[src/rtl/apb_pkg.sv]
// Shared APB definitions: master FSM states, bus widths, slave register map and slave reset values.
package apb_pkg;

  localparam int unsigned APB_ADDR_W = 32;
  localparam int unsigned APB_DATA_W = 32;

  typedef enum logic [2:0] {
    StIdle,
    StSetup,
    StAccess,
    StRdwait,
    StResp
  } apbm_state_e;

  localparam logic [APB_ADDR_W-1:0] ADDR_CNTRL = 'h0;
  localparam logic [APB_ADDR_W-1:0] ADDR_REG1  = 'h4;
  localparam logic [APB_ADDR_W-1:0] ADDR_REG2  = 'h8;
  localparam logic [APB_ADDR_W-1:0] ADDR_REG3  = 'hC;
  localparam logic [APB_ADDR_W-1:0] ADDR_REG4  = 'h10;

  localparam logic [APB_DATA_W-1:0] RST_CNTRL = 32'h0000_0000;
  localparam logic [APB_DATA_W-1:0] RST_REG1  = 32'h5A5A_5555;
  localparam logic [APB_DATA_W-1:0] RST_REG2  = 32'h0000_0000;
  localparam logic [APB_DATA_W-1:0] RST_REG3  = 32'hA5A5_0000;
  localparam logic [APB_DATA_W-1:0] RST_REG4  = 32'h0000_FFFF;

endpackage

[src/rtl/apb_cmd_master.sv]
// Valid/ready command to APB SETUP/ACCESS master with delayed read-data capture.
// Optional address checking is enabled by defining APBM_ADDR_CHECK_EN.
module apb_cmd_master
  import apb_pkg::*;
#(
  parameter int unsigned        ADDR_W   = APB_ADDR_W,
  parameter int unsigned        DATA_W   = APB_DATA_W,
  parameter int unsigned        RD_LAT   = 1,
  parameter logic [ADDR_W-1:0]  MAX_ADDR = 'h10
) (
  input  logic              pclk,
  input  logic              preset,
  input  logic              req_valid,
  output logic              req_ready,
  input  logic              req_write,
  input  logic [ADDR_W-1:0] req_addr,
  input  logic [DATA_W-1:0] req_wdata,
  output logic              rsp_valid,
  output logic [DATA_W-1:0] rsp_rdata,
  output logic              rsp_err,
  output logic              psel,
  output logic              penable,
  output logic              pwrite,
  output logic [ADDR_W-1:0] paddr,
  output logic [DATA_W-1:0] pwdata,
  input  logic [DATA_W-1:0] prdata
);

`ifdef APBM_ADDR_CHECK_EN
  localparam bit ADDR_CHECK = 1'b1;
`else
  localparam bit ADDR_CHECK = 1'b0;
`endif

  apbm_state_e state_q;
  logic [2:0]  cnt_q;
  logic        addr_bad;

  // Constant-folds to 0 when checking is disabled, leaving rsp_err stuck at 0.
  assign addr_bad = ADDR_CHECK && ((req_addr[1:0] != 2'b00) || (req_addr > MAX_ADDR));

  always_ff @(posedge pclk) begin
    if (preset) begin
      state_q   <= StIdle;
      cnt_q     <= 3'd0;
      req_ready <= 1'b1;
      rsp_valid <= 1'b0;
      rsp_rdata <= '0;
      rsp_err   <= 1'b0;
      psel      <= 1'b0;
      penable   <= 1'b0;
      pwrite    <= 1'b0;
      paddr     <= '0;
      pwdata    <= '0;
    end else begin
      rsp_valid <= 1'b0;
      rsp_err   <= 1'b0;
      unique case (state_q)
        StIdle: begin
          if (req_valid) begin
            req_ready <= 1'b0;
            pwrite    <= req_write;
            paddr     <= req_addr;
            pwdata    <= req_wdata;
            if (addr_bad) begin
              state_q   <= StResp;
              rsp_valid <= 1'b1;
              rsp_err   <= 1'b1;
              rsp_rdata <= '0;
            end else begin
              state_q <= StSetup;
              psel    <= 1'b1;
            end
          end
        end
        StSetup: begin
          penable <= 1'b1;
          state_q <= StAccess;
        end
        StAccess: begin
          psel    <= 1'b0;
          penable <= 1'b0;
          if (pwrite) begin
            state_q   <= StResp;
            rsp_valid <= 1'b1;
            rsp_rdata <= '0;
          end else begin
            state_q <= StRdwait;
            cnt_q   <= 3'(RD_LAT);
          end
        end
        StRdwait: begin
          cnt_q <= cnt_q - 3'd1;
          // The slave's registered data is valid on the edge the counter hits zero.
          if (cnt_q == 3'd1) begin
            state_q   <= StResp;
            rsp_valid <= 1'b1;
            rsp_rdata <= prdata;
          end
        end
        StResp: begin
          state_q   <= StIdle;
          req_ready <= 1'b1;
        end
        default: state_q <= StIdle;
      endcase
    end
  end

endmodule

[config.mk]
export PLATFORM = sky130hd
export DESIGN_NAME = apb_cmd_master
export DESIGN_NICKNAME = d
export VERILOG_FILES = /design/src/rtl/apb_pkg.sv /design/src/rtl/apb_cmd_master.sv
export SDC_FILE = /design/constraint.sdc
export NUM_CORES = 1
export LEC_CHECK = 0
export ABC_CLOCK_PERIOD_IN_PS = 4580
export BUFFER_PORTS_ARGS = -buffer_cell sky130_fd_sc_hd__buf_2
export CORE_ASPECT_RATIO = 0.5
export CORE_UTILIZATION = 36
export DETAILED_ROUTE_END_ITERATION = 8
export GPL_TIMING_DRIVEN = 0
export PLACE_DENSITY = 0.65
export SYNTH_ARGS = -nofsm -noshare
export SYNTH_HDL_FRONTEND = slang
export SYNTH_SLANG_ARGS = --single-unit
export TNS_END_PERCENT = 100
[constraint.sdc]
create_clock -name pclk -period 4.58 [get_ports pclk]
set_input_delay 0.458 -clock pclk [delete_from_list [all_inputs] [get_ports pclk]]
set_output_delay 0.458 -clock pclk [all_outputs]
set_load 0.05 [all_outputs]
# After elaboration in Yosys (flattened, before gate mapping)
# Cells that the tools add are included.
[word_totals]
word_cells = 48
ff_bits = 107
input_bits = 100
out_inout_bits = 102
[classes]
n_mux = 17
addsub = 1
reduce_logical = 11
n_eq_ne = 9
[ops]
columns = ["cell", "n"]
rows = [
  ["2-to-1 mux 32 bit", 2],
  ["one-hot mux 32 bit (2 select lines)", 1],
  ["2-to-1 mux 3 bit", 4],
  ["one-hot mux 3 bit (4 select lines)", 1],
  ["AND reduction 2 bit", 5],
  ["!= test 2 bit (second input constant)", 4],
  ["one-hot mux 1 bit (2 select lines)", 4],
  ["nonzero test 2 bit", 4],
  ["== test 3 x 1 -> 1 bit (second input constant)", 2],
  ["== test 3 x 2 -> 1 bit (second input constant)", 2],
  ["one-hot mux 3 bit (2 select lines)", 1],
  ["2-to-1 mux 1 bit", 4],
  ["== test 3 bit (second input constant)", 1],
  ["logical NOT 3 bit", 1],
  ["AND reduction 3 bit", 1],
  ["subtractor 3 x 1 -> 3 bit (second input constant)", 1],
]

# Depth between registers and ports, before layout
# Gate-level depths: netlist (run 1).
[logic_depth]
word_depth = 3
depth_mapped = 7
depth_no_buf = 5

# Worst setup path before layout (run 1)
# No wires, ideal clock.
[synth_timing]
path_kind = "register -> register"
startpoint = "register state_q[2]"
endpoint = "register pwdata[10]"
period_less_slack_ns = 1.493
n_path_buf = 3
setup_ns = 0.132
stages_incl_launch_ff = 7
arrival_time_ns = 1.360
required_time_ns = 4.448
slack_ns = 3.087
cell_sequence = "dfxtp_1 -> buf_2 -> or4b_4 -> buf_6 -> buf_6 -> nand2_1 -> a21oi_1"
[synth_between]
elab_chain_cells = 2
[synth_lines]
columns = ["element", "line_no", "text"]
rows = [
  ["start: declaration", "apb_cmd_master.sv:35", "apbm_state_e state_q;"],
  ["start signal: assignment", "apb_cmd_master.sv:44", "state_q <= StIdle;"],
  ["start signal: assignment", "apb_cmd_master.sv:66", "state_q <= StResp;"],
  ["start signal: assignment", "apb_cmd_master.sv:71", "state_q <= StSetup;"],
  ["logical NOT 3 bit", "apb_cmd_master.sv:58", "unique case (state_q)"],
  ["AND reduction 2 bit (no line)", "-", ""],
  ["end signal: assignment", "apb_cmd_master.sv:64", "pwdata <= req_wdata;"],
  ["end: declaration", "apb_cmd_master.sv:25", "output logic [DATA_W-1:0] pwdata,"],
]
# No other way between the ends.
# A chain may end at the register's enable or synchronous reset.

# Final worst setup path (run 1)
[layout_timing]
startpoint = "register cnt_q[1]"
endpoint = "register rsp_rdata[17]"
[layout_between]
elab_chain_cells = 3
[layout_lines]
columns = ["element", "line_no", "text"]
rows = [
  ["start: declaration", "apb_cmd_master.sv:36", "logic [2:0] cnt_q;"],
  ["start signal: assignment", "apb_cmd_master.sv:89", "cnt_q <= 3'(RD_LAT);"],
  ["start signal: assignment", "apb_cmd_master.sv:93", "cnt_q <= cnt_q - 3'd1;"],
  ["== test 3 x 1 -> 1 bit", "apb_cmd_master.sv:95", "if (cnt_q == 3'd1) begin"],
  ["!= test 2 bit (no line)", "-", ""],
  ["AND reduction 3 bit (no line)", "-", ""],
  ["end signal: assignment", "apb_cmd_master.sv:98", "rsp_rdata <= prdata;"],
  ["end: declaration", "apb_cmd_master.sv:19", "output logic [DATA_W-1:0] rsp_rdata,"],
]
# No other way between the ends.

==> results of run 1 <==
==> state kept, by name (all words and copies together) (netlist names) <==
register and flops:
rsp_valid 1, penable 1, rsp_rdata 32, pwrite 1, paddr 32, req_ready 1
cnt_q 3, psel 1, pwdata 32, state_q 3
==> Yosys cell counts (all sizes together) <==
cell type    n
nor2b        5
dfxtp      107
clkbuf      26
a2111oi      1
a21o         1
and3b        1
inv          2
a31oi       32
nor4bb       1
nand3       66
conb         1
a211oi       2
nand2b       3
nand3b       2
a221o        1
nor4b        1
ha           2
a21oi       71
o21ai        6
buf         23
or4b         1
nor2         4
nand2      164
==> metrics by stage <==
stage	instances	worst slack [ns]	util, %	power [W]
after floorplan	523	3.087	-	0.001447
after global placement	867	2.589	47.88	0.001603
after detailed placement	867	2.557	47.88	0.001609
after CTS	883	2.902	50.25	0.002312
after global routing	883	2.702	50.25	0.002396
final	883	2.910	50.25	0.002282
==> worst max-delay path, cell delays in order (launching register included) <==
cell	delay (ns)
dfxtp_1	0.32
inv_1	0.05
ha_1	0.20
nand3b_1	0.26
clkbuf_1	0.42
nand3_1	0.14
a31oi_1	0.20
==> cell type report <==
cell class	instances	area, um2	area share [%]
multi-input combinational	365	1729	31.06
buffer	49	249.0	4.472
clock buffer	11	232.7	4.180
tap	145	181.4	3.258
timing repair buffer	199	996.0	17.89
clock inverter	5	30.03	0.5393
sequential	107	2142	38.47
inverter	2	7.507	0.1348
==> layout by cell type (no fill, tap or decap), drive strengths merged <==
cell type  synthesis  routed
buf               23     222
nand2            164     164
dfxtp            107     107
a21oi             71      71
nand3             66      66
clkbuf            26      37
a31oi             32      32
o21ai              6       6
nor2b              5       5
nor2               4       4
nand2b             3       3
clkinv             0       3
inv                2       2
nand3b             2       2
a211oi             2       2
ha                 2       2
clkinvlp           0       2
nor4b              1       1
or4b               1       1
and3b              1       1
a2111oi            1       1
a21o               1       1
nor4bb             1       1
a221o              1       1
conb               1       1
==> per-layer routing <==
metal | share of wire, % | wire length (um) | track usage [%]
met5 | 0 | 0 | 0
met1 | 45 | 5257 | 24.19
met4 | 0.94 | 110 | 5.400
met3 | 4.5 | 519 | 4.916
met2 | 50 | 5771 | 33.38
==> how the worst max path moves through the flow <==
| stage | endpoint | slack (ns) | depth (start not counted) |
|---|---|---|---|
| after global placement | paddr[7]$_SDFFE_PP0P_ | 2.59 | 4 |
| after CTS | rsp_rdata[17]$_SDFFE_PP0P_ | 2.90 | 6 |
| after floorplan | pwdata[10]$_SDFFE_PP0P_ | 3.09 | 6 |
| after detailed placement | paddr[8]$_SDFFE_PP0P_ | 2.56 | 4 |
| final | rsp_rdata[17]$_SDFFE_PP0P_ | 2.91 | 6 |
| after global routing | rsp_rdata[17]$_SDFFE_PP0P_ | 2.70 | 6 |
==> power groups by stage <==
stage | Sequential [W] | Clock [W] | Combinational, W
global route | 0.00103 | 0.000758 | 0.000604
detailed placement | 0.00105 | 0 | 0.000561
global placement | 0.00105 | 0 | 0.000558
finish | 0.00103 | 0.000698 | 0.000557
CTS | 0.00103 | 0.000723 | 0.000562
floorplan | 0.00125 | 0 | 0.000195
==> cells by family (layout without fill, tap and decap cells) <==
| kind of cell | after synthesis | count (layout) | share of synthesized area, % |
|---|---|---|---|
| AOI/OAI and AO/OA | 114 | 114 | 15.19 |
| adders and majority gates | 2 | 2 | 0.6061 |
| buffers and inverters | 51 | 266 | 6.214 |
| DFF | 107 | 107 | 51.89 |
| other | 1 | 1 | 0.09085 |
| and+or+nand+nor | 248 | 248 | 26.01 |
==> flow_summary.json, run 1 <==
{
  "grt_max_degree": 17,
  "slew_headroom_pct": 57.77,
  "start_util_pct": 37.25,
  "insertion_delay_ns": 0.34,
  "startpoint_type": "flop",
  "nFillCells": 1168,
  "p_switching_w": 0.0007700,
  "syn_avg_cell_area_um2": 7.892,
  "hold_ws_ns": 0.3464,
  "antenna_found_initial": 0,
  "reg2reg_from": "cnt_q[1]$_SDFFE_PP0P_",
  "slew_violations": 0,
  "grt_first_pass_wirelength_mm": 18.55,
  "setup_tns_ns": 0,
  "rr_endpoint": "rsp_rdata[17]$_SDFFE_PP0P_",
  "maxCapViolations": 0,
  "p_int_w": 0.001512,
  "diodes": 0,
  "core_um2": 11080,
  "crit_fanout": 10,
  "fmax_ghz": 0.5987,
  "dieArea_um2": 11920,
  "comb_power_share_pct": 24.4,
  "hold_depth": 3,
  "reg2reg_slack_ns": 2.91,
  "cp_data_required_time_ns": 4.84,
  "ir_drop_uv": 155.7,
  "vias": 4267,
  "dieHeight_um": 77.72,
  "ys_types": 25,
  "io_pins": 202,
  "grt_pass1_vias": 3772,
  "status": "complete, no violations",
  "die_w_um": 153.4,
  "clock_skew_ns": 0.006798,
  "ant_nets": 0,
  "yosysWarnings": 0,
  "cts_tree": "yes",
  "p_leak_nw": 2.474,
  "ys_top_cells_by_area": "dfxtp_1 (52%), nand2_1 (15%), a21oi_1 (8.6%)",
  "avgRoutedWirePerCell_um": 13.20,
  "synth_top_area_share_pct": 51.89,
  "p_clk_share_pct": 30.6,
  "hp-class": "input port to flop",
  "ys_seq_area_share_pct": 51.89,
  "cp-startpoint": "cnt_q[1]$_SDFFE_PP0P_",
  "cts-root-buf": "clkbuf_16",
  "rr_worst_depth": 6,
  "hold_path.startpoint": "req_addr[10]",
  "fin_nets": 835,
  "path_class": "flop to flop",
  "gp_congestion": 0.7461,
  "wl_mm": 11.66,
  "dpl_cell_area_um2": 5305,
  "cts_buffers": 9,
  "worst_slew_pin_slew_ns": 0.6334,
  "fp-row-count": 27,
  "clock-sinks": 107,
  "final.period_utilization_pct": 36.47,
  "yosysTopAreaCell": "dfxtp_1",
  "viasPerCell": 4.832,
  "htreeDepth": 3,
  "grtUsageTotal_pct": 19.40,
  "synth_fp_nets": 625,
  "firstDrtPassIters": 5,
  "cts_buffer_depth": 2,
  "drc": 0,
  "port_buffers": 199,
  "syn_inst": 523,
  "drtIter0Drc": 271,
  "ys_seq_elements": 107,
  "post-dp-hpwl_mm": 8.319,
  "rsz0062_at_grt": "false",
  "period_minus_slack_ns": 1.670,
  "postCtsSetupBuffers": 0,
  "finalInstanceArea_um2": 5568,
  "setup_viol_count_final": 0,
  "cts-resized-gates": 0,
  "holdBufCountCts": 0,
  "seqPwrFrac_pct": 45.0,
  "cp_data_arrival_time_ns": 1.93,
  "synthesis.area_um2": 4128,
  "final_hold_viol_count": 0,
  "drive_gt1_share_pct": 32.25,
  "switching_share_pct": 33.74,
  "min_to": "paddr[10]$_SDFFE_PP0P_",
  "clkTransAtPathRegs_ns": 0.07,
  "power.density_nw_per_um2": 409.9,
  "end_kind": "flop",
  "areaGrowthSynthToFinish_pct": 34.89,
  "grt-ovfl-total": 0
}
No activity file was read; power rests on OpenSTA's default activity.
==> run 2, diff against run 1 <==
--- a/config.mk
+++ b/config.mk
@@ -5,7 +5,7 @@
 export SDC_FILE = /design/constraint.sdc
 export NUM_CORES = 1
 export LEC_CHECK = 0
-export ABC_CLOCK_PERIOD_IN_PS = 4580
+export ABC_CLOCK_PERIOD_IN_PS = 1630
 export BUFFER_PORTS_ARGS = -buffer_cell sky130_fd_sc_hd__buf_2
 export CORE_ASPECT_RATIO = 0.5
 export CORE_UTILIZATION = 36
==> constraint.sdc (replaced) <==
create_clock -name pclk -period 1.63 [get_ports pclk]
set_input_delay 0.163 -clock pclk [delete_from_list [all_inputs] [get_ports pclk]]
set_output_delay 0.163 -clock pclk [all_outputs]
set_load 0.05 [all_outputs]
==> run 2 against run 1 <==
Against the previous run:
- register-to-register slack lost 2.8 ns
- setup slack lost 2.8 ns
- flip-flop and latch count is the same
- cell area grew 0.81%
- total power grew to 2.8 times the previous value
- worst hold slack lost 0.29 ns
- critical path depth shrank 1
- clock skew shrank 0.0011 ns
- wire length grew 0.30%
- combinational power grew to 2.8 times the previous value
- non-clock buffer count shrank 1
- sequential share of layout area shrank 0.26 points
==> flow_summary.json, run 2 (synthesis gave the netlist of run 1 again) <==
{
  "status": "complete, no violations",
  "reg_top3": "paddr (32), pwdata (32), rsp_rdata (32)",
  "final_hold_viol_count": 0,
  "post-dp-hpwl_mm": 8.319,
  "clkTransAtPathRegs_ns": 0.07,
  "cts_buffers": 9,
  "diodes": 0,
  "hold_path.startpoint": "req_addr[10]",
  "rr_endpoint": "pwdata[8]$_SDFFE_PP0P_",
  "cts_buffer_depth": 2,
  "power.density_nw_per_um2": 1149,
  "slew_violations": 0,
  "total_power_w": 0.006447,
  "grtUsageTotal_pct": 19.40,
  "rsz0062_at_grt": "false",
  "reg2reg_from": "state_q[1]$_SDFFE_PP0P_",
  "insertion_delay_ns": 0.34,
  "die_w_um": 153.4,
  "finalInstanceArea_um2": 5613,
  "drive_gt1_share_pct": 33.92,
  "io_pins": 202,
  "nFillCells": 1170,
  "setup_viol_count_final": 0,
  "hold_ws_ns": 0.05258,
  "hp-class": "input port to flop",
  "startpoint_type": "flop",
  "layout_commonest_cell": "buf_2",
  "clock-sinks": 107,
  "path_cells": "or4b_4, buf_8, buf_6, nand2_1, a21oi_1",
  "fmax_ghz": 0.6523,
  "fp-row-count": 27,
  "critPathSlowestCell": "or4b_4",
  "clock_skew_ns": 0.005731,
  "holdBufCountCts": 0,
  "reg2reg_slack_ns": 0.1,
  "p_leak_nw": 2.506,
  "drtIter0Drc": 247,
  "path_delay_family": "simple AND/OR/NAND/NOR gates",
  "vias": 4272,
  "rr_worst_depth": 5,
  "grt_max_degree": 17,
  "final.period_utilization_pct": 94.06,
  "min_to": "paddr[10]$_SDFFE_PP0P_",
  "worst_slew_pin_slew_ns": 0.6382,
  "core_um2": 11080,
  "cts-root-buf": "clkbuf_16",
  "grt_first_pass_wirelength_mm": 18.55,
  "hold_depth": 3,
  "drc": 0,
  "dieArea_um2": 11920,
  "period_minus_slack_ns": 1.533,
  "critical_path_buf_inv_count": 2,
  "start_util_pct": 37.25,
  "slew_headroom_pct": 57.45,
  "dpl_cell_area_um2": 5305,
  "final_cell_mix": "buf_2 (210), nand2_1 (164), dfxtp_1 (105)",
  "end_kind": "flop",
  "regArea_um2": 2145,
  "dieHeight_um": 77.72,
  "cp_data_arrival_time_ns": 1.74,
  "ir_drop_uv": 434.8,
  "crit_fanout": 10,
  "fin_nets": 834,
  "firstDrtPassIters": 4,
  "cpPeakStageDelay_ns": 0.58,
  "wl_mm": 11.69,
  "multi_input_area_um2": 1738,
  "areaGrowthSynthToFinish_pct": 35.98,
  "path_class": "flop to flop",
  "grt-ovfl-total": 0,
  "cp_data_required_time_ns": 1.83,
  "gp_congestion": 0.7461,
  "cts_tree": "yes",
  "antenna_found_initial": 0,
  "htreeDepth": 3,
  "viasPerCell": 4.844,
  "avgRoutedWirePerCell_um": 13.26,
  "ant_nets": 0,
  "port_buffers": 199,
  "grt_pass1_vias": 3772,
  "maxCapViolations": 0
}
-- run 2: cell types whose count changed in the layout (fill, tap and decap cells not counted), sizes merged --
cell / delta
clkdlybuf4s15: +1
buf: -3
clkbuf: +1
-- run 2: worst max-delay path by stage --
stage                                       start                         end  slack (ns)  cells past startpoint
after floorplan           state_q[2]$_SDFFE_PP0P_     pwdata[10]$_SDFFE_PP0P_        0.14                      6
after global placement                     preset       paddr[7]$_SDFFE_PP0P_       -0.07                      4
after detailed placement                   preset       paddr[8]$_SDFFE_PP0P_        -0.1                      4
after CTS                   cnt_q[1]$_SDFFE_PP0P_   rsp_rdata[0]$_SDFFE_PP0P_       0.008                      7
after global routing        cnt_q[1]$_SDFFE_PP0P_  rsp_rdata[23]$_SDFFE_PP0P_      0.0009                      6
final                     state_q[1]$_SDFFE_PP0P_      pwdata[8]$_SDFFE_PP0P_         0.1                      5
-- run 2: worst reg2reg max path, delay by kind of cell (launching register included) --
kind	cells	cell delay, ns
compound gates	1	0.07
buf+inv	2	0.31
simple gates	2	0.65
flops	1	0.38
-- run 2: cell type report --
class | instances | share of cell area (%)
buffer | 46 | 4.704
clock buffer | 11 | 4.146
clock inverter | 5 | 0.5350
timing repair buffer | 201 | 18.08
multi-input combinational | 365 | 30.96
inverter | 2 | 0.1337
sequential | 107 | 38.21
tap | 145 | 3.232
-- run 2: metal layers --
layer  vias to the layer above  wire [um]  track usage, %
li1                       2183          -               -
met1                      1964       5308           24.19
met2                       115       5734           33.38
met3                        10        542           4.916
met4                         0        106           5.400
met5                         -          0               0
-- run 2: metrics by stage --
| step | setup slack, ns | std cells | utilization (%) | TNS [ns] |
|---|---|---|---|---|
| 6_report | 0.09687 | 882 | 50.65 | 0 |
| 2_1_floorplan | 0.1374 | 523 | - | 0 |
| 3_5_place_dp | -0.09811 | 867 | 47.88 | -2.880 |
| 4_1_cts | 0.007632 | 883 | 50.29 | 0 |
| 5_1_grt | 0.0008962 | 882 | 50.65 | 0 |
| 3_3_place_gp | -0.06595 | 867 | 47.88 | -2.053 |
-- run 2: what timing repair did --
item                                   in CTS  in global routing
setup endpoints to repair                  13                 89
endpoints found under the hold margin       0                  0
buffers inserted                            0                  1
gates resized for setup                     3                 26
pin swaps                                   0                  1
gates cloned                                0                  1
-- run 2: power breakdown --
part | switching [W] | internal (W) | leakage (nW)
sequential | 0.000103 | 0.00279 | 0.874
clock | 0.000936 | 0.00103 | 0.125
combinational | 0.00113 | 0.000450 | 1.51
==> run 3, diff against run 2 <==
--- a/config.mk
+++ b/config.mk
@@ -7,11 +7,13 @@
 export LEC_CHECK = 0
 export ABC_CLOCK_PERIOD_IN_PS = 1630
 export BUFFER_PORTS_ARGS = -buffer_cell sky130_fd_sc_hd__buf_2
+export CELL_PAD_IN_SITES_DETAIL_PLACEMENT = 0
+export CELL_PAD_IN_SITES_GLOBAL_PLACEMENT = 1
 export CORE_ASPECT_RATIO = 0.5
-export CORE_UTILIZATION = 36
+export CORE_UTILIZATION = 32
 export DETAILED_ROUTE_END_ITERATION = 8
 export GPL_TIMING_DRIVEN = 0
-export PLACE_DENSITY = 0.65
+export PLACE_DENSITY_LB_ADDON = 0.1
 export SYNTH_ARGS = -nofsm -noshare
 export SYNTH_HDL_FRONTEND = slang
 export SYNTH_SLANG_ARGS = --single-unit
==> run 3 against run 2 <==
Against the previous run:
- clock-buffer cell count is the same
- wire length rose by 5.3%
- register-to-register slack about the same
- setup slack worse by 0.0082 ns
- cell area is 0.40% higher
- worst hold slack lost 0.0024 ns
- non-clock buffer count shrank 1
- sequential power barely moved
- flip-flop and latch count unchanged
- global-route usage decreased by 1.3 points
- critical endpoint is now pwdata[11]$_SDFFE_PP0P_
- largest cell class unchanged
==> flow_summary.json, run 3 (synthesis gave the netlist of run 1 again) <==
{
  "cts_tree": "yes",
  "post-dp-hpwl_mm": 8.767,
  "layout_commonest_cell": "buf_2",
  "firstDrtPassIters": 4,
  "use_met2_pct": 28.89,
  "insertion_delay_ns": 0.35,
  "dpl_cell_area_um2": 5330,
  "avgRoutedWirePerCell_um": 13.66,
  "io_pins": 202,
  "cp_data_required_time_ns": 1.83,
  "finalInstanceArea_um2": 5635,
  "p_leak_nw": 2.503,
  "startpoint_type": "flop",
  "fmax_ghz": 0.6488,
  "diodes": 0,
  "drive_gt1_share_pct": 34.10,
  "clock_skew_ns": 0.01177,
  "reg_top3": "paddr (32), pwdata (32), rsp_rdata (32)",
  "grt-busiest-layer": "met2",
  "cts_buffers": 9,
  "crit_fanout": 10,
  "final.period_utilization_pct": 94.56,
  "fin_nets": 833,
  "power.density_nw_per_um2": 1163,
  "areaGrowthSynthToFinish_pct": 36.53,
  "place_inst": 887,
  "slew_headroom_pct": 63.30,
  "grt-ovfl-total": 0,
  "htreeDepth": 3,
  "port_buffers": 199,
  "die_w_um": 162.6,
  "dieArea_um2": 13390,
  "dieHeight_um": 82.31,
  "clkTransAtPathRegs_ns": 0.07,
  "setup_viol_count_final": 0,
  "grt_util_met1_pct": 23.56,
  "final_cell_mix": "buf_2 (209), nand2_1 (164), dfxtp_1 (106)",
  "wl_mm": 12.31,
  "fp-row-count": 28,
  "nFillCells": 1307,
  "drtIter0Drc": 244,
  "final_core_util_pct": 46.22,
  "maxCapViolations": 0,
  "worst_slew_pin_slew_ns": 0.5505,
  "start_util_pct": 33.86,
  "path_class": "flop to flop",
  "end_kind": "flop",
  "grtUsageTotal_pct": 18.07,
  "ant_nets": 0,
  "rsz0062_at_grt": "true",
  "slew_violations": 0,
  "clock-sinks": 107,
  "status": "complete, no violations",
  "total_power_w": 0.006552,
  "grt_first_pass_wirelength_mm": 18.95,
  "viasPerCell": 4.648,
  "cts_buffer_depth": 2,
  "gr-usage-met3_pct": 6.094,
  "drc": 0,
  "final_hold_viol_count": 0,
  "gp_congestion": 0.7900,
  "grt_pass1_vias": 3685,
  "core_um2": 12190,
  "hp-class": "input port to flop",
  "antenna_found_initial": 0,
  "ir_drop_uv": 540.7,
  "period_minus_slack_ns": 1.541,
  "cts-root-buf": "clkbuf_16",
  "stdcell_count": 901,
  "vias": 4188,
  "cp_data_arrival_time_ns": 1.75,
  "grt_max_degree": 18,
  "hold_ws_ns": 0.05020
}
-- run 3: critical path, stage by stage, from the launching register on --
cell     delay [ns]
dfxtp_1        0.29
buf_2          0.16
or4b_4         0.51
buf_6          0.17
buf_6          0.14
nand2_1        0.06
a21oi_1        0.06
-- run 3: timing repair --
item | 4_1_cts | 5_1_grt
resized for setup | 1 | 32
setup endpoints to repair | 5 | 92
hold buffers | 0 | 0
pin swaps | 0 | 0
buffers inserted | 0 | 0
endpoints found under the hold margin | 0 | 0
-- run 3: worst paths after layout --
| check | cells past startpoint | endpoint | slack (ns) | start |
|---|---|---|---|---|
| hold / removal | 3 | paddr[10]$_SDFFE_PP0P_ | 0.05 | req_addr[10] |
| setup / recovery | 6 | pwdata[11]$_SDFFE_PP0P_ | 0.09 | state_q[1]$_SDFFE_PP0P_ |
| hold reg to reg | 2 | pwdata[12]$_SDFFE_PP0P_ | 0.45 | pwdata[12]$_SDFFE_PP0P_ |
| setup reg to reg | 6 | pwdata[11]$_SDFFE_PP0P_ | 0.09 | state_q[1]$_SDFFE_PP0P_ |
-- run 3: cell type report --
class                      count  area [um2]  area share [%]
sequential                   107        2143           38.03
multi-input combinational    365        1730           30.71
timing repair buffer         199       996.0           17.67
buffer                        47       271.5           4.818
clock buffer                  11       242.7           4.307
tap                          165       206.4           3.663
clock inverter                 5       37.54          0.6661
inverter                       2       7.507          0.1332
-- run 3: metal layers --
layer,vias up,wire length (um)
met5,-,0
met4,0,98
met3,10,917
met2,114,5391
met1,1892,5904
li1,2172,-
-- run 3: where the power goes --
group          internal [W]  total, W  switching (W)
Combinational      0.000442   0.00159        0.00115
Sequential          0.00279   0.00288      0.0000909
Clock               0.00109   0.00208       0.000996
-- run 3: stage by stage --
step	worst slack (ns)	setup TNS, ns
global route	-0.002233	-0.002677
CTS	-0.003288	-0.005888
detailed placement	-0.08268	-2.485
floorplan	0.1374	0
finish	0.08866	0
global placement	-0.04581	-1.492
